### src/rtl/tru_nbit_serial.sv
// Digit-serial subtractor: D = A - B - bin over WIDTH bits, DIGIT bits per clock,
// with start/busy/done handshake and registered borrow-out, overflow and zero flags.
module tru_nbit_serial #(
  parameter int unsigned WIDTH = 16,
  parameter int unsigned DIGIT = 4
) (
  input  logic             clk,
  input  logic             rst_n,
  input  logic             start,
  input  logic [WIDTH-1:0] a,
  input  logic [WIDTH-1:0] b,
  input  logic             bin,
  output logic             busy,
  output logic             done,
  output logic [WIDTH-1:0] d,
  output logic             bo,
  output logic             ovf,
  output logic             zero
);

  localparam int unsigned NDIG = WIDTH / DIGIT;
  localparam int unsigned CW   = (NDIG > 1) ? $clog2(NDIG) : 1;

  typedef enum logic [1:0] {IDLE, RUN, DONE} state_t;

  state_t           state, state_nxt;
  logic [WIDTH-1:0] opa, opb, res;
  logic             a_msb, b_msb, borrow;
  logic [CW-1:0]    cnt;

  logic             accept_c, last_c, ovf_c;
  logic [DIGIT:0]   diff_c;
  logic [WIDTH-1:0] res_c;

  // State register
  always_ff @(posedge clk) begin
    if (!rst_n) state <= IDLE;
    else        state <= state_nxt;
  end

  // Next-state logic and the single-digit ripple
  always_comb begin
    state_nxt = state;
    accept_c  = 1'b0;
    last_c    = (cnt == CW'(NDIG - 1));
    case (state)
      IDLE: if (start) begin
        state_nxt = RUN;
        accept_c  = 1'b1;
      end
      RUN:  if (last_c) state_nxt = DONE;
      DONE: begin
        if (start) begin
          state_nxt = RUN;
          accept_c  = 1'b1;
        end else begin
          state_nxt = IDLE;
        end
      end
      default: state_nxt = IDLE;
    endcase

    // Operands shift right so the active digit is always at the bottom;
    // result digits enter from the top and land in place after NDIG shifts.
    diff_c = {1'b0, opa[DIGIT-1:0]} - {1'b0, opb[DIGIT-1:0]} - (DIGIT+1)'(borrow);
    res_c  = (res >> DIGIT) | (WIDTH'(diff_c[DIGIT-1:0]) << (WIDTH - DIGIT));
    ovf_c  = (a_msb != b_msb) & (res_c[WIDTH-1] != a_msb);
  end

  // Datapath and registered outputs
  always_ff @(posedge clk) begin
    if (!rst_n) begin
      opa    <= '0;
      opb    <= '0;
      res    <= '0;
      a_msb  <= 1'b0;
      b_msb  <= 1'b0;
      borrow <= 1'b0;
      cnt    <= '0;
      busy   <= 1'b0;
      done   <= 1'b0;
      d      <= '0;
      bo     <= 1'b0;
      ovf    <= 1'b0;
      zero   <= 1'b0;
    end else begin
      busy <= (state_nxt == RUN);
      done <= (state_nxt == DONE);
      if (accept_c) begin
        opa    <= a;
        opb    <= b;
        borrow <= bin;
        a_msb  <= a[WIDTH-1];
        b_msb  <= b[WIDTH-1];
        cnt    <= '0;
        res    <= '0;
      end else if (state == RUN) begin
        opa    <= opa >> DIGIT;
        opb    <= opb >> DIGIT;
        res    <= res_c;
        borrow <= diff_c[DIGIT];
        cnt    <= cnt + CW'(1);
        if (last_c) begin
          d    <= res_c;
          bo   <= diff_c[DIGIT];
          ovf  <= ovf_c;
          zero <= (res_c == '0);
        end
      end
    end
  end

endmodule
### config.mk
export PLATFORM = sky130hd
export DESIGN_NAME = tru_nbit_serial
export DESIGN_NICKNAME = d
export VERILOG_FILES = /design/src/rtl/tru_nbit_serial.sv
export SDC_FILE = /design/constraint.sdc
export NUM_CORES = 1
export LEC_CHECK = 0
export CAP_MARGIN = 0
export CORE_ASPECT_RATIO = 0.9
export CORE_MARGIN = 2
export CORE_UTILIZATION = 45
export CTS_CLUSTER_DIAMETER = 30
export CTS_CLUSTER_SIZE = 20
export DETAILED_ROUTE_END_ITERATION = 8
export PLACE_DENSITY = 0.7
export SKIP_LAST_GASP = 1
export SYNTH_ARGS = -nofsm -noshare
export SYNTH_HDL_FRONTEND = slang
export SYNTH_SLANG_ARGS = --single-unit
export TNS_END_PERCENT = 5
### constraint.sdc
create_clock -name clk -period 2.3 [get_ports clk]
set_clock_uncertainty 0.05 [all_clocks]
set_input_delay 0.23 -clock clk [delete_from_list [all_inputs] [get_ports clk]]
set_output_delay 0.23 -clock clk [all_outputs]
set_load 0.02 [all_outputs]
==> summary.md <==
| Metric | Value |
|---|---|
| Power density over cell area | `737 nW/um2` |
| Worst Hold Class | `input port to flop` |
| Area grow syn2layout | `28.9%` |
| IO Port Bufs | `between 50 and 60` |
| Crit-path max FO | `5` |
| Cell count after synthesis | `357` |
| CTS tree | `done` |
| CTS H-tree depth | `3` |
| Post-CTS Hold Buffers | `0` |
| Tcrit/Tclk final | `0.963` |
| DP Area | `around 3700 um2` |
| Hold depth | `3` |
| Synthesis Warnings | `0` |
| Crit path max-delay cell type | `fa_1` |
| Final Total Pwr | `0.00290 W` |
| Worst Tran Pin Value | `0.551 ns` |
| Initial core utilization | `0.465` |
| Die H | `82.1 um` |
| VDD IR max | `0.318 mV` |
| TritonCTS buffer count | `9` |
| CP bufs+invs | `2` |
| Minimum clock period after layout | `2.22 ns` |
| Synth Area in XOR/XNOR | `0.0115` |
| GPL Wtd Cong | `0.770` |
| Design area | `slightly below 4000 um2` |
| Post-layout util | `0.600` |
| #FFs+latches synth | `72` |
| GR Util All Layers | `0.198` |
| Fmax achieved | `451 MHz` |
| Vias in the first global route | `2431` |
| Worst Path Required | `between 2 and 3 ns` |
| Post-synthesis compound-gate area fraction | `0.203` |
| Post-route ant nets | `0` |
| Placement row count | `28` |
| Clk_lat worst skew | `0.35 ns` |
| DIE AREA | `7450 um2` |
| DRC viols | `0` |
| Sequential share of the synthesized area | `0.473` |
| P_leak | `between 1.5 and 2 nW` |
| Clock buffer depth | `2` |
| Clock Root Buffer | `clkbuf_8` |
| Slew Limit Fails | `0` |
| # Post-CTS Setup Buffers | `0` |
| Final setup fails | `0` |
| CTS resizes | `0` |
| Top area cells in the synthesized netlist | `dfxtp_1 47%, nand2_1 13%, o211a_1 6.9%` |
| Syn Area/Cell | `roughly 8.5 um2` |
| Mux share of post-synthesis cell area | `0.00369` |
| Clk sink count | `slightly above 70` |
| First-pass GRT wire length | `11.6 mm` |
| Core area | `6550 um2` |
| Worst EP arrival | `2.45 ns` |
| Via Count | `2577` |
| Wire per inst | `13.9 um` |
| Distinct cell type count after synthesis | `35` |
| Hold Vio Cnt, Final | `0` |
| Grt total ovfl | `0` |
| Initial drt markers | `between 150 and 200` |
| DP Wirelength | `4.83 mm` |
| Largest family of logic cells by synthesized area | `simple AND/OR/NAND/NOR gates` |
| Post-Route WL | `~7.0 mm` |
| Pin count of the biggest net entering global routing | `44` |
| Cell depth of the worst setup path | `8` |
| Critical path, cell by cell | `inv_2, fa_1, inv_1, ha_2, o21a_1, or3_4, a211o_1, a31oi_1` |
| Reg2reg path depth | `8` |
| Max cap viols | `0` |
| Worst Setup Start Kind | `flop` |
| Share of cells above drive strength 1 | `0.0865` |
| Drt first pass iters | `4` |
| CP endpoint kind | `flop` |
| Crit path max-delay family | `adder cells` |
| CP max stage delay | `approximately 0.53 ns` |
| Post-Synthesis Cell Area | `3050 um2` |
| RSZ-0062 raised after global routing | `yes` |
| Via density per instance | `5.09` |
| Post-synthesis adder-cell area fraction | `0.0419` |
| Area of the multi-input gates | `1460 um2` |
| Post-synth top area cell | `dfxtp_1` |
| Synth Area in Simple Gates | `0.219` |
| Initial antenna violation count | `0` |
| Status | `finished, final reports clean` |
| Final nets | `456` |
| Syn Nets | `402` |
| Reg clk slew, reported paths | `0.07 ns` |
| WS Path Type | `flop to flop` |
| Top cell type's share of synthesized area | `0.473` |
| Overall die width | `~90 um` |
| Ports | `57` |
| Max-slew headroom at the worst pin | `0.632` |
| N_diodes | `0` |
| Fillers | `588` |
| Seq. cell area | `1440 um2` |
==> routing by layer <==
metal	routed length (um)	global-route usage
met1	3450	0.268
met2	3150	0.310
met3	295	0.0417
met4	132	0.0864
met5	0	0
==> path summary, 6_finish.rpt <==
path | from | end | slack (ns)
max reg2reg | borrow | ovf | 0.08
min reg2reg | opb[12] | opb[12] | 0.41
min | b[12] | opb[12] | 0.38
max | borrow | ovf | 0.08
==> power by group <==
group / internal [W] / switching (W)
combinational: 0.000207 / 0.000229
sequential: 0.00131 / 0.0000383
clock: 0.000639 / 0.000478
==> worst reg2reg max path, cell delays in order (launching register included) <==
cell,delay [ns]
dfxtp_2,0.34
inv_2,0.04
fa_1,0.53
inv_1,0.05
ha_2,0.16
o21a_1,0.17
or3_4,0.40
a211o_1,0.27
a31oi_1,0.15
==> per-stage QoR <==
stage	setup TNS (ns)	setup WS [ns]	hold slack, ns	instances
after floorplan	0	0.161	0.315	357
after CTS	0	0.0274	0.373	506
after global placement	0	0.119	0.396	490
final	0	0.0841	0.380	506
after detailed placement	0	0.0395	0.400	490
after global routing	-0.0432	-0.0314	0.385	506
==> registers in the layout (all words and copies together), names as in the netlist, 2 cells and up <==
| register | count |
|---|---|
| cnt | 2 |
| opb | 16 |
| opa | 16 |
| res | 12 |
| state | 2 |
| d | 16 |
==> logic make-up after synthesis <==
kind of cell             Yosys count
flip-flops                        72
XOR/XNOR                           4
multiplexers                       1
AND/OR/NAND/NOR                  153
AO/OA/AOI/OAI                     82
adder cells (fa/ha/maj)            9
buffers and inverters             36
==> synthesized netlist by cell type, drive strengths merged <==
library cell,instances
a211o,1
a211oi,2
a21boi,23
a21oi,17
a22oi,8
a31oi,1
and2,4
and2b,1
and3,2
buf,12
clkbuf,13
dfxtp,72
fa,2
ha,7
inv,11
mux2,1
nand2,107
nand2b,3
nand3,20
nand3b,1
nand4,2
nor2,5
nor2b,4
nor3,1
nor4,1
o211a,21
o211ai,2
o21a,1
o21ai,5
o31ai,1
or3,1
or4,1
xnor2,4
==> cells in the final DEF (no fill, tap or decap), types with 2 or more instances in the layout <==
cell type | netlist | final
clkdlybuf4s50_1 | 0 | 56
buf_4 | 0 | 12
nand4_1 | 2 | 2
ha_1 | 7 | 6
nand2_1 | 107 | 107
a22oi_1 | 8 | 8
dfxtp_2 | 0 | 2
and2_1 | 4 | 4
dfxtp_1 | 72 | 70
a21oi_1 | 17 | 17
fa_1 | 2 | 2
and3_1 | 2 | 2
nand3_1 | 20 | 20
o211ai_1 | 2 | 2
nand2b_1 | 3 | 3
a211oi_1 | 2 | 2
inv_1 | 11 | 10
xnor2_1 | 4 | 4
o211a_1 | 21 | 21
o21ai_0 | 5 | 5
clkbuf_8 | 0 | 10
a21boi_0 | 23 | 23
nor2_1 | 4 | 4
bufinv_16 | 0 | 2
clkinvlp_4 | 0 | 2
nor2b_1 | 4 | 4
==> area by class of cell <==
class	instances	share of cell area
Multi-Input combinational cell	249	0.372
Sequential cell	72	0.367
Timing Repair Buffer	68	0.165
Clock buffer	11	0.0360
Tap cell	90	0.0286
Clock inverter	5	0.0204
Inverter	11	0.0105
Power figures use the tool's default switching activity.
==> edit 1: new RTL, same flow settings <==
Put one more register stage on the output `d`, cleared by the reset. The value now appears one clock later. The other outputs are not delayed to match.
--- a/src/rtl/tru_nbit_serial.sv
+++ b/src/rtl/tru_nbit_serial.sv
@@ -24,2 +24,4 @@
   typedef enum logic [1:0] {IDLE, RUN, DONE} state_t;
+
+  logic [WIDTH-1:0] d_s0;
 
@@ -81,3 +83,3 @@
       done   <= 1'b0;
-      d      <= '0;
+      d_s0   <= '0;
       bo     <= 1'b0;
@@ -103,3 +105,3 @@
         if (last_c) begin
-          d    <= res_c;
+          d_s0 <= res_c;
           bo   <= diff_c[DIGIT];
@@ -112,2 +114,10 @@
 
+  always_ff @(posedge clk) begin
+    if (!rst_n) begin
+      d <= '0;
+    end else begin
+      d <= d_s0;
+    end
+  end
+
 endmodule
Function: changed (Yosys sat finds a counterexample within 10 cycles, from zero or initial values and one cycle with rst_n low).
==> edit 1 against the original RTL <==
Sequential cell count is 16 higher; wire length grew 2.4%; die area is 11% higher; utilization shrank 2.6 points; hold slack improved by 0.0081 ns; worst setup slack worse by 0.054 ns; combinational power is 4% higher; sequential power grew 20%; area after synthesis grew 11%; power grew 10%; cell area rose by 8.5%; critical endpoint is now zero; largest power group unchanged.
==> edit 1: results (changes against the original RTL) <==
* Clock tree buffer depth at 2 (unchanged)
* Synth Warn # at 0 (unchanged)
* Most frequent cells after synthesis: 88 x dfxtp_1, 83 x nand2_1, 20 x nand3_1, 20 x o211a_1, 19 x and2_1
* Num CTS Buffers at 9 (unchanged)
* Largest net degree at the start of global routing at 44 (unchanged)
* CP delay by family, top: adder cells
* Max transition margin at 65.2% (+2.0 points)
* Ant. Diodes at 0 (unchanged)
* 1st-iter DRT viols at 165 (+9.3%)
* Vias/cell at 5.14 (+0.87%)
* WL/cell at 13.9 µm (+0.20%)
* Worst-case reg-to-reg path depth at 7 (-1)
* Hold Crit Depth at 3 (unchanged)
* # H-tree levels at 3 (unchanged)
* CP Data Arrival Time at 2.50 ns (+0.05 ns)
* Vias in the first global route at 2,554 (+5.1%)
* Synth async-reset ratio at 0% (unchanged)
* HPWL after DPL at 4990 µm (+3.3%)
* Syn_nets at 410 (+2.0%)
* Outcome: completed
* Share of cells above drive strength 1 at 8.55% (-0.10 points)
* First-pass GRT wire length at 12,100 µm (+4.2%)
* Clk Latency, worst-skew pair at 0.35 ns (about the same)
* Clk root buf: clkbuf_8
* Leak at 1.76 nW (+9.5%)
* Register area share after synthesis at 51.9% (+4.6 points)
* Crit path largest cell delay at 0.55 ns (+0.02 ns)
* Synth unique cells at 38 (+8.6%)
* Dpl ws at 0.0108 ns (-0.0287 ns)
* Crit Path Max Fanout at 5 (unchanged)
* Type of the most critical hold path: in -> reg
* CTS clk-pin slew, worst paths at 0.08 ns
* Synth top area cells: dfxtp_1 52%, nand2_1 9.2%, o211a_1 5.9%
* Slowest-stage cell, CP: fa_1
* Port Buf Inserts at 56 (unchanged)
* Worst IR Drop VDD at 0.000357 V (+12%)
* Tot GR Track Use at 19.1% (-0.71 points)
* Final Wtd Congestion at 0.842 (+9.3%)
* Initial antenna violation count at 0 (unchanged)
* Final net count at 463 (+1.5%)
* DRT Pass-1 Iters at 4 (unchanged)
edit 1: per-layer routing:
layer / vias to the layer above / track usage (%) / part of all wire (%)
met5: - / 0 / 0
met4: 0 / 7.66 / 1.4
met3: 8 / 4.96 / 4.2
met2: 54 / 28.1 / 46
met1: 1245 / 26.7 / 49
li1: 1349 / - / -
edit 1: final timing paths:
kind,to,slack (ns),from
min,opb[12],0.39,b[12]
min reg2reg,d[1],0.41,d_s0[1]
max,zero,0.03,opa[0]
max reg2reg,zero,0.03,opa[0]
edit 1: worst register-to-register path, stage by stage, from the launching register on:
cell and delay [ns]:
dfxtp_2 0.34, fa_1 0.56, inv_1 0.06, ha_2 0.16, o21a_1 0.17, or3_4 0.39, a2111o_1 0.38, o21ai_2 0.10
edit 1: report_power, final:
group | switching (mW) | internal (mW) | leakage [nW]
Sequential | 0.0373 | 1.58 | 0.718
Clock | 0.496 | 0.630 | 0.101
Combinational | 0.237 | 0.217 | 0.943
Total | 0.770 | 2.43 | 1.76
edit 1: what timing repair did:
| action | in CTS | in global routing |
|---|---|---|
| pin swaps | 1 | 5 |
| hold endpoints to repair | 0 | 0 |
| gates resized for setup | 0 | 5 |
| endpoints found under the setup margin | 1 | 2 |
| setup buffers | 0 | 1 |
edit 1: logic make-up after synthesis:
logic type / synth area share (%)
xor gates and xnor gates: 1.03
muxes: 0.331
DFF: 51.9
and+or+nand+nor: 19.4
buffers and inverters: 4.71
AOI/OAI and AO/OA: 18.9
adders and majority gates: 3.76
edit 1: area by class of cell:
cell class              instances  area, µm²
clock buffers                  11        141
inverters                      11       41.3
flip-flops and latches         88       1770
fillers                       666       3170
clock inverters                 3       67.6
well taps                      96        120
multi-input cells             240       1480
repair buffers                 68        651
edit 1: per-stage QoR:
step | util (%) | cells | area, µm²
floorplan | - | 365 | 3400
global placement | 54.4 | 502 | 4040
detailed placement | 54.4 | 502 | 4040
CTS | 57.2 | 516 | 4250
global route | 57.4 | 517 | 4270
finish | 57.4 | 517 | 4270
==> edit 2: new RTL, same flow settings <==
Made on the original files. `DIGIT`: 4 -> 8.
--- a/src/rtl/tru_nbit_serial.sv
+++ b/src/rtl/tru_nbit_serial.sv
@@ -4,3 +4,3 @@
   parameter int unsigned WIDTH = 16,
-  parameter int unsigned DIGIT = 4
+  parameter int unsigned DIGIT = 8
 ) (
Check against the original RTL: not equivalent (Yosys sat finds a counterexample within 4 cycles, from zero or initial values and one cycle with rst_n low).
==> edit 2 against the original RTL <==
The run now ends with setup timing left; synthesized cell count decreased by 4.2%; global-route usage fell by 0.53 points; clock power grew 8%; cell area grew 3.0%; non-clock buffer count grew 9; count of clock-buffer cells in the layout is 1 lower; via count stayed put; sequential cell count is 5 lower; worst setup slack lost 0.18 ns; utilization up 2.1 points; power increased by 11%; wire length fell by 4.2%; area after synthesis shrank 1.1%; highest routed layer unchanged.
==> edit 2: results (changes against the original RTL) <==
* Register area share after synthesis at 44.5% (-2.8 points)
* Synth top area cells: dfxtp_1 44%, a21boi_0 8.2%, nand2_1 7.6%
* Outcome: complete, but fails checks
* Aggregate routed wire length at 6730 µm (-4.2%)
* Most frequent cells after synthesis: 67 x dfxtp_1, 61 x nand2_1, 33 x a21boi_0, 30 x a22oi_1, 24 x inv_1
* 1st-iter DRT viols at 138 (-8.6%)
* Final worst slack at -0.0977 ns (-0.182 ns)
* Syn_nets at 394 (-2.0%)
* Synth unique cells at 41 (+17%)
* Vias/cell at 5.11 (+0.40%)
* CP Data Arrival Time at 2.63 ns (+0.18 ns)
* First-pass GRT wire length at 11,100 µm (-4.5%)
* HPWL after DPL at 4950 µm (+2.5%)
* Largest net degree at the start of global routing at 33 (-25%)
* Final core utilization at 62.1% (+2.1 points)
* Max transition margin at 51.9% (-11 points)
* Vias in the first global route at 2,464 (+1.4%)
* Share of cells above drive strength 1 at 11.4% (+2.7 points)
* Final net count at 461 (+1.1%)
* Final Wtd Congestion at 0.878 (+14%)
* Synth Area per Inst at 8.82 µm² (+3.2%)
* Crit Path Max Fanout at 3 (-2)
* Area after DPL at 3780 µm² (+2.0%)
* Leak at 1.59 nW (-1.1%)
* Final setup fails at 3 (+3)
* Failing checks: setup timing
==> edit 2: cell types whose count changed after synthesis, sizes merged, moves of 9 or more <==
cell    unedited run  this run
nand3             20         3
a21oi             17         8
nand2            107        61
inv               11        24
a22oi              8        30
buf               12         1
a21boi            23        33
o211a             21         4
nor2b              4        16
==> edit 2: cell families after synthesis <==
kind of cell | Yosys count | share of synthesized area, %
buffers and inverters | 45 | 5.64
flip-flops | 67 | 44.5
XOR/XNOR | 8 | 2.32
adder cells (fa/ha/maj) | 16 | 7.14
AND/OR/NAND/NOR | 108 | 16.8
AO/OA/AOI/OAI | 97 | 23.3
multiplexers | 1 | 0.373
==> edit 2: path summary, 6_finish.rpt <==
path / from / end / slack (ns) / cells past startpoint
worst max-delay path: borrow / ovf / -0.1 / 9
worst min register to register: d[12] / d[12] / 0.41 / 2
worst min-delay path: d[12] / d[12] / 0.41 / 2
worst max register to register: borrow / ovf / -0.1 / 9
==> edit 2: worst max-delay path: stages (launching register included) <==
cell and delay (ns):
dfxtp_1 0.31, inv_1 0.06, fa_1 0.53, inv_1 0.05, ha_2 0.16, o21ai_2 0.15, a21oi_2 0.08, mux2_4 0.31
or4_1 0.47, a31oi_1 0.16
==> edit 2: area by class of cell <==
cell class	count	area (µm²)
Clock inverter	6	113
Multi-Input combinational cell	230	1540
Timing Repair Buffer	77	718
Clock buffer	10	138
Tap cell	90	113
Fill cell	609	2470
Inverter	24	90.1
Sequential cell	67	1340
==> edit 2: routing by layer <==
layer / up-vias / track usage [%] / share of wire [%]
met5: - / 0 / 0
met4: 0 / 6.77 / 1.2
met3: 8 / 6.42 / 4.7
met2: 54 / 33.5 / 46
met1: 1202 / 22.6 / 48
li1: 1313 / - / -
==> edit 2: through the flow <==
step	setup slack, ns	cells	power (mW)
finish	-0.0977	504	3.23
global route	-0.218	504	3.39
CTS	-0.102	504	3.25
detailed placement	-0.161	487	2.01
global placement	-0.0226	487	1.99
floorplan	-0.0184	342	1.73
==> edit 2: power by group <==
group | total, mW | switching [mW] | leakage, nW | internal, mW
Sequential | 1.26 | 0.0385 | 0.547 | 1.22
Clock | 1.21 | 0.463 | 0.126 | 0.751
Combinational | 0.748 | 0.377 | 0.919 | 0.372
==> edit 2: what timing repair did <==
item                                    in CTS  in global routing
gates resized for setup                      3                  1
endpoints found under the setup margin       5                 10
pin swaps                                    1                  1
setup buffers                                1                  0
